<file path="src/rtl/fp_pkg.sv">
// rtl/fp_pkg.sv - shared types, widths and flag indices for the floating-point divider
package fp_pkg;

    function automatic int fp_width(input int exp_w, input int man_w);
        return 1 + exp_w + man_w;
    endfunction

    function automatic int fp_bias(input int exp_w);
        return (1 << (exp_w - 1)) - 1;
    endfunction

    typedef enum logic [1:0] {
        CLS_ZERO,
        CLS_NORMAL,
        CLS_INF,
        CLS_NAN
    } cls_t;

    typedef enum logic [2:0] {
        ST_IDLE,
        ST_SEED,
        ST_ITER,
        ST_MUL,
        ST_NORM,
        ST_DONE
    } state_t;

    localparam int FLAG_INVALID   = 3;
    localparam int FLAG_DIV_ZERO  = 2;
    localparam int FLAG_OVERFLOW  = 1;
    localparam int FLAG_UNDERFLOW = 0;

endpackage

</file>
<file path="src/rtl/fp_classify.sv">
// rtl/fp_classify.sv - unpack a packed float, flush subnormals, classify it
module fp_classify
    import fp_pkg::*;
#(
    parameter int EXP_W = 8,
    parameter int MAN_W = 23
) (
    input  logic [EXP_W+MAN_W:0] val,
    output logic                 sign,
    output logic [EXP_W-1:0]     exponent,
    output logic [MAN_W-1:0]     mantissa,
    output logic [1:0]           cls
);

    // Subnormals collapse to a signed zero so the divider only ever sees 1.m operands.
    always_comb begin
        sign     = val[EXP_W+MAN_W];
        exponent = val[EXP_W+MAN_W-1:MAN_W];
        mantissa = val[MAN_W-1:0];
        cls      = CLS_NORMAL;
        if (exponent == '0) begin
            mantissa = '0;
            cls      = CLS_ZERO;
        end else if (exponent == '1) begin
            cls = (mantissa == '0) ? CLS_INF : CLS_NAN;
        end
    end

endmodule

</file>
<file path="src/rtl/fp_div_nr.sv">
// rtl/fp_div_nr.sv - multi-cycle Newton-Raphson reciprocal floating-point divider
module fp_div_nr
    import fp_pkg::*;
#(
    parameter int EXP_W = 8,
    parameter int MAN_W = 23,
    parameter int ITERS = 3,
    parameter int GUARD = 4
) (
    input  logic                 clk,
    input  logic                 rst,
    input  logic                 in_valid,
    output logic                 in_ready,
    input  logic [EXP_W+MAN_W:0] num,
    input  logic [EXP_W+MAN_W:0] den,
    output logic                 out_valid,
    input  logic                 out_ready,
    output logic [EXP_W+MAN_W:0] quo,
    output logic [3:0]           flags
);

    localparam int W    = fp_width(EXP_W, MAN_W);
    localparam int BIAS = fp_bias(EXP_W);
    localparam int EMAX = (1 << EXP_W) - 1;
    localparam int F    = MAN_W + GUARD;     // fraction bits of the fixed-point datapath
    localparam int XW   = F + 2;             // two integer bits: reciprocal lies in (1,2]
    localparam int PW   = 2 * XW;
    localparam int EW   = EXP_W + 2;         // signed exponent with headroom
    localparam logic [XW-1:0] C48  = XW'(((64'd48 << F) + 64'd8) / 64'd17);
    localparam logic [XW-1:0] C32  = XW'(((64'd32 << F) + 64'd8) / 64'd17);
    localparam logic [XW-1:0] TWO  = {2'b10, {F{1'b0}}};
    localparam logic [2:0]    LAST = 3'(ITERS - 1);

    state_t                state, state_nxt;
    logic [2:0]            cnt;
    logic                  n_sign, d_sign, sign_r, special;
    logic [EXP_W-1:0]      n_exp, d_exp;
    logic [MAN_W-1:0]      n_man, d_man, n_man_r, d_man_r;
    logic [1:0]            n_cls, d_cls;
    logic signed [EW-1:0]  exp_base, exp_fin;
    logic [F-1:0]          d_fx;
    logic [XW-1:0]         x, p, mul_a, mul_b, mul_q, dx, two_minus;
    logic [W-1:0]          sp_quo, nq;
    logic [3:0]            sp_flags, nf;
    logic                  hi, grd, stk;
    logic [MAN_W-1:0]      frac;
    logic [MAN_W:0]        man_rnd;

    fp_classify #(.EXP_W(EXP_W), .MAN_W(MAN_W)) u_cls_num (
        .val(num), .sign(n_sign), .exponent(n_exp), .mantissa(n_man), .cls(n_cls)
    );

    fp_classify #(.EXP_W(EXP_W), .MAN_W(MAN_W)) u_cls_den (
        .val(den), .sign(d_sign), .exponent(d_exp), .mantissa(d_man), .cls(d_cls)
    );

    assign in_ready  = (state == ST_IDLE);
    assign out_valid = (state == ST_DONE);
    assign d_fx      = {1'b1, d_man_r, {(GUARD-1){1'b0}}};   // 0.1m, i.e. D in [0.5,1)

    // Special-operand results, resolved in the accept cycle without touching the datapath.
    always_comb begin
        special  = (n_cls != CLS_NORMAL) || (d_cls != CLS_NORMAL);
        sp_quo   = {n_sign ^ d_sign, {(W-1){1'b0}}};
        sp_flags = '0;
        if (n_cls == CLS_NAN || d_cls == CLS_NAN ||
            (n_cls == CLS_ZERO && d_cls == CLS_ZERO) ||
            (n_cls == CLS_INF && d_cls == CLS_INF)) begin
            sp_quo                 = {1'b0, {EXP_W{1'b1}}, 1'b1, {(MAN_W-1){1'b0}}};
            sp_flags[FLAG_INVALID] = 1'b1;
        end else if (n_cls == CLS_INF || d_cls == CLS_ZERO) begin
            sp_quo                  = {n_sign ^ d_sign, {EXP_W{1'b1}}, {MAN_W{1'b0}}};
            sp_flags[FLAG_DIV_ZERO] = (d_cls == CLS_ZERO) && (n_cls == CLS_NORMAL);
        end
    end

    // One shared multiplier: seed slope in SEED, refinement in ITER, num*recip in MUL.
    always_comb begin
        mul_a = '0;
        mul_b = '0;
        case (state)
            ST_SEED: begin mul_a = C32;  mul_b = XW'(d_fx); end
            ST_ITER: begin mul_a = x;    mul_b = two_minus; end
            ST_MUL:  begin mul_a = XW'({1'b1, n_man_r, {GUARD{1'b0}}}); mul_b = x; end
            default: ;
        endcase
    end

    assign mul_q     = XW'((PW'(mul_a) * PW'(mul_b)) >> F);
    assign dx        = XW'((PW'(d_fx) * PW'(x)) >> F);
    assign two_minus = TWO - dx;

    // Normalise num*recip (in [1,4)) by at most one bit, round to nearest-even, range-check.
    always_comb begin
        hi = p[XW-1];
        if (hi) begin
            frac = p[XW-2 -: MAN_W];
            grd  = p[XW-2-MAN_W];
            stk  = |p[XW-3-MAN_W:0];
        end else begin
            frac = p[XW-3 -: MAN_W];
            grd  = p[XW-3-MAN_W];
            stk  = |p[XW-4-MAN_W:0];
        end
        man_rnd = {1'b0, frac} + (MAN_W+1)'(grd & (stk | frac[0]));
        exp_fin = exp_base - EW'(!hi) + EW'(man_rnd[MAN_W]);
        nq      = {sign_r, exp_fin[EXP_W-1:0], man_rnd[MAN_W-1:0]};
        nf      = '0;
        if (int'(exp_fin) >= EMAX) begin
            nq                = {sign_r, {EXP_W{1'b1}}, {MAN_W{1'b0}}};
            nf[FLAG_OVERFLOW] = 1'b1;
        end else if (int'(exp_fin) <= 0) begin
            nq                 = {sign_r, {(W-1){1'b0}}};
            nf[FLAG_UNDERFLOW] = 1'b1;
        end
    end

    // Next-state logic.
    always_comb begin
        state_nxt = state;
        case (state)
            ST_IDLE: if (in_valid) state_nxt = special ? ST_DONE : ST_SEED;
            ST_SEED: state_nxt = ST_ITER;
            ST_ITER: if (cnt == LAST) state_nxt = ST_MUL;
            ST_MUL:  state_nxt = ST_NORM;
            ST_NORM: state_nxt = ST_DONE;
            ST_DONE: if (out_ready) state_nxt = ST_IDLE;
            default: state_nxt = ST_IDLE;
        endcase
    end

    // State register and iteration counter.
    always_ff @(posedge clk or posedge rst) begin
        if (rst) begin
            state <= ST_IDLE;
            cnt   <= '0;
        end else begin
            state <= state_nxt;
            if (state == ST_ITER) cnt <= (cnt == LAST) ? 3'd0 : cnt + 3'd1;
        end
    end

    // Datapath registers; quo/flags only change on a special accept or in NORM.
    always_ff @(posedge clk or posedge rst) begin
        if (rst) begin
            n_man_r  <= '0;
            d_man_r  <= '0;
            sign_r   <= 1'b0;
            exp_base <= '0;
            x        <= '0;
            p        <= '0;
            quo      <= '0;
            flags    <= '0;
        end else begin
            case (state)
                ST_IDLE: if (in_valid) begin
                    n_man_r  <= n_man;
                    d_man_r  <= d_man;
                    sign_r   <= n_sign ^ d_sign;
                    exp_base <= EW'(n_exp) - EW'(d_exp) + EW'(BIAS);
                    if (special) begin
                        quo   <= sp_quo;
                        flags <= sp_flags;
                    end
                end
                ST_SEED: x <= C48 - mul_q;
                ST_ITER: x <= mul_q;
                ST_MUL:  p <= mul_q;
                ST_NORM: begin
                    quo   <= nq;
                    flags <= nf;
                end
                default: ;
            endcase
        end
    end

endmodule
</file>
<file path="config.mk">
export PLATFORM = sky130hd
export DESIGN_NAME = fp_div_nr
export DESIGN_NICKNAME = d
export VERILOG_FILES = /design/src/rtl/fp_pkg.sv /design/src/rtl/fp_classify.sv /design/src/rtl/fp_div_nr.sv
export SDC_FILE = /design/constraint.sdc
export NUM_CORES = 2
export LEC_CHECK = 0
export BUFFER_PORTS_ARGS = -buffer_cell sky130_fd_sc_hd__buf_4
export CORE_MARGIN = 4
export CORE_UTILIZATION = 45
export DETAILED_ROUTE_END_ITERATION = 7
export SYNTH_ARGS = -nofsm -noshare
export SYNTH_HDL_FRONTEND = slang
export SYNTH_SLANG_ARGS = --single-unit
</file>
<file path="constraint.sdc">
create_clock -name clk -period 47.3 [get_ports clk]
set_input_delay 4.73 -clock clk [delete_from_list [all_inputs] [get_ports clk]]
set_output_delay 4.73 -clock clk [all_outputs]
set_load 0.005 [all_outputs]
</file>
==> flow_summary_export.csv <==
group,metric,value,unit
outcome,outcome,"complete, no violations",
setup_path,cp.required,47720,ps
logic_synthesis,async_flop_share,100,%
flow_run,maxCapViolCount,0,
setup_path,start_kind,"flop",
logic_synthesis,synth_compound_area_share,8.29,%
route,avgViaCountPerCell,5.51,
setup_path,path_class,"reg -> reg",
final_layout,layout_common_cells,"inv_1 (1,581), fa_1 (1,315), nand2_1 (1,153), ha_1 (426), and2_1 (396)",
final_layout,layout_commonest_cell,"inv_1",
final_layout,nNetsFinal,8594,
final_layout,drive_above_1_share,5.18,%
timing,drv_slew,0,
logic_synthesis,synth_xor_area_share,1.56,%
final_layout,fill_cells,12700,
logic_synthesis,synthAdderAreaFrac,53.6,%
logic_synthesis,netlist_instances,6906,
timing,clock_skew,24.8,ps
setup_path,crit_fanout,31,
setup_path,cp_slowest_cell,"dfrtp_1",
clock_tree,cts.clk_slew.worst_paths,90,ps
placed_design,gp_congestion,0.978,
clock_tree,post_cts_resize_count,0,
route,wl_met2,86.8,mm
global_route,grt_pass1_wl,298,mm
route,vias,47100,
setup_path,setup.worst_path.end_class,"flop",
logic_synthesis,post_synth_instance_area,59000,µm²
timing,rsz0062_at_grt,"no",
logic_synthesis,ys_types,89,
global_route,grtUsageTotal,28.4,%
final_layout,area_delta_synth_final,5.55,%
logic_synthesis,synth-edff-count,0,
floorplanning,dieArea,137000,µm²
placed_design,place_area,61700,µm²
route,drt_wl_total,188,mm
timing,min_period_over_period,40.1,%
floorplanning,die_h,370,µm
logic_synthesis,ys_seq_area_share,6.66,%
clock_tree,clock-sinks,157,
clock_tree,cts_tree,"built",
route,postRouteAntennaNets,0,
setup_path,path_delay_family,"adder cells",
route,wl_met1,78.4,mm
logic_synthesis,synth_fp_nets,8715,
setup_path,arrival,19370,ps
final_layout,fin_area,62300,µm²
floorplanning,coreArea,130000,µm²
min_path,hp-class,"reg -> reg",
timing,tightestPinTransition,1220,ps
timing,final_hold_viol_count,0,
global_route,antenna_found_initial,13,
timing,fmax,0.0528,GHz
logic_synthesis,yosys.area_share.simple,16.9,%
route,drt_iter0_drc,3717,
timing,finalSetupViolations,0,
floorplanning,ios,106,
logic_synthesis,synthMuxAreaShare,0.390,%
setup_path,worst_path_largest_cell_delay,1000,ps
logic_synthesis,synth_top_family_by_area,"adder cells",
route,wl_per_cell,22.0,µm
logic_synthesis,yosysWarnings,0,
global_route,grt_pass1_vias,50300,
global_route,grt.overflow.total,0,
clock_tree,hold_buffers,0,
timing,period_needed,18950,ps
final_layout,seqCellArea,3930,µm²
logic_synthesis,syn_avg_cell_area,8.55,µm²
floorplanning,rows,132,
setup_path,critical_path.most_common_cell,"fa_1",
route,route.met3.wl,15.6,mm
logic_synthesis,ys_ff_latch,157,
final_layout,multi_input_area,47800,µm²
clock_tree,htreeDepth,4,
clock_tree,clock_latency,530,ps
timing,hold_ws,487,ps
timing,slew_headroom,18.3,%
setup_path,worst-path-buf-inv,11,
clock_tree,clk_root_buffer_cell,"clkbuf_16",
clock_tree,cts_buffers,17,
clock_tree,cts_buffer_depth,2,
floorplanning,die_w,370,µm
route,drc,0,
floorplanning,start_util,45.5,%
timing,finalSetupTns,0,ps
route,highest_layer,"met5",
clock_tree,post_cts_buffers,0,
placed_design,portBuffers,105,
placed_design,dp_hpwl,146,mm
global_route,grt_max_degree,104,
logic_synthesis,synth_flop_cell,"dfrtp_1",
route,drt-pass1-iter-count,7,
[synth_stat cells (all sizes together), types with 20 or more instances]
master  count  area share (%)
inv      1582              10
ha        426             9.0
nor4       20            0.23
xor2       30            0.45
a21o       53            0.67
a211oi     24            0.31
and2      397             4.2
fa       1315              45
nand2b     34            0.36
clkbuf    352             2.2
a22oi      37            0.47
and3       32            0.34
dfrtp     157             6.7
o211ai     22            0.28
nor2b      26            0.28
buf        33            0.24
o21ai     165             1.4
nand4      34            0.36
nand3      31            0.26
o21bai     22            0.28
nor3       45            0.38
a21oi     171             1.5
xnor2      72             1.1
nand2    1154             7.3
nor2      333             2.1
a22o       72             1.1
[worst min-delay path, stage by stage (launching register included)]
cell and delay (ps):
dfrtp_1 350, nand2_1 50, nand2_1 50
[sequential cells by signal, summed over array words and instances, names as in the netlist]
register	cells
quo	32
n_man_r	23
flags	4
state	3
exp_base	10
cnt	3
d_man_r	23
x	29
sign_r	1
p	29
[final cells by class]
class	instances	share of cell area, %
inverter	1582	9.54
antenna	4	0.0161
tap	1742	3.50
timing repair buffer	245	2.95
multi-input combinational	4782	76.7
clock buffer	17	0.683
sequential	157	6.31
clock inverter	15	0.267
[per-layer routing]
layer / vias to the layer above / GRT usage [%]
li1: 20500 / -
met1: 24200 / 38.5
met2: 1954 / 46.1
met3: 376 / 5.56
met4: 4 / 9.07
met5: - / 0
[path summary, 6_finish.rpt]
path,endpoint,from,cells past startpoint,slack (ps)
max,x[27],d_man_r[1],60,28350
min reg2reg,flags[3],flags[3],2,490
min,flags[3],flags[3],2,490
min in group asynchronous,quo[12],rst,2,4420
max reg2reg,x[27],d_man_r[1],60,28350
max in group asynchronous,d_man_r[10],rst,3,41370
[stage by stage]
| step | cells | util (%) | setup WS (ps) |
|---|---|---|---|
| floorplan | 6906 | - | 30530 |
| global placement | 8508 | 47.5 | 28820 |
| detailed placement | 8508 | 47.5 | 28620 |
| CTS | 8540 | 48.0 | 28570 |
| global route | 8540 | 48.0 | 27130 |
| finish | 8544 | 48.0 | 28350 |
[logic make-up (layout without fill, tap and decap cells)]
family | after synthesis | after routing
fa+ha+maj | 1741 | 1741
xor+xnor | 103 | 103
other cells | 0 | 4
mux | 22 | 22
simple gates | 2186 | 2186
flops | 157 | 157
buf+inv | 1967 | 1859
compound gates | 730 | 730
Power is left out: the tool's default activity adds up to more than one toggle a clock period on the data nets, which glitch-free logic cannot reach.
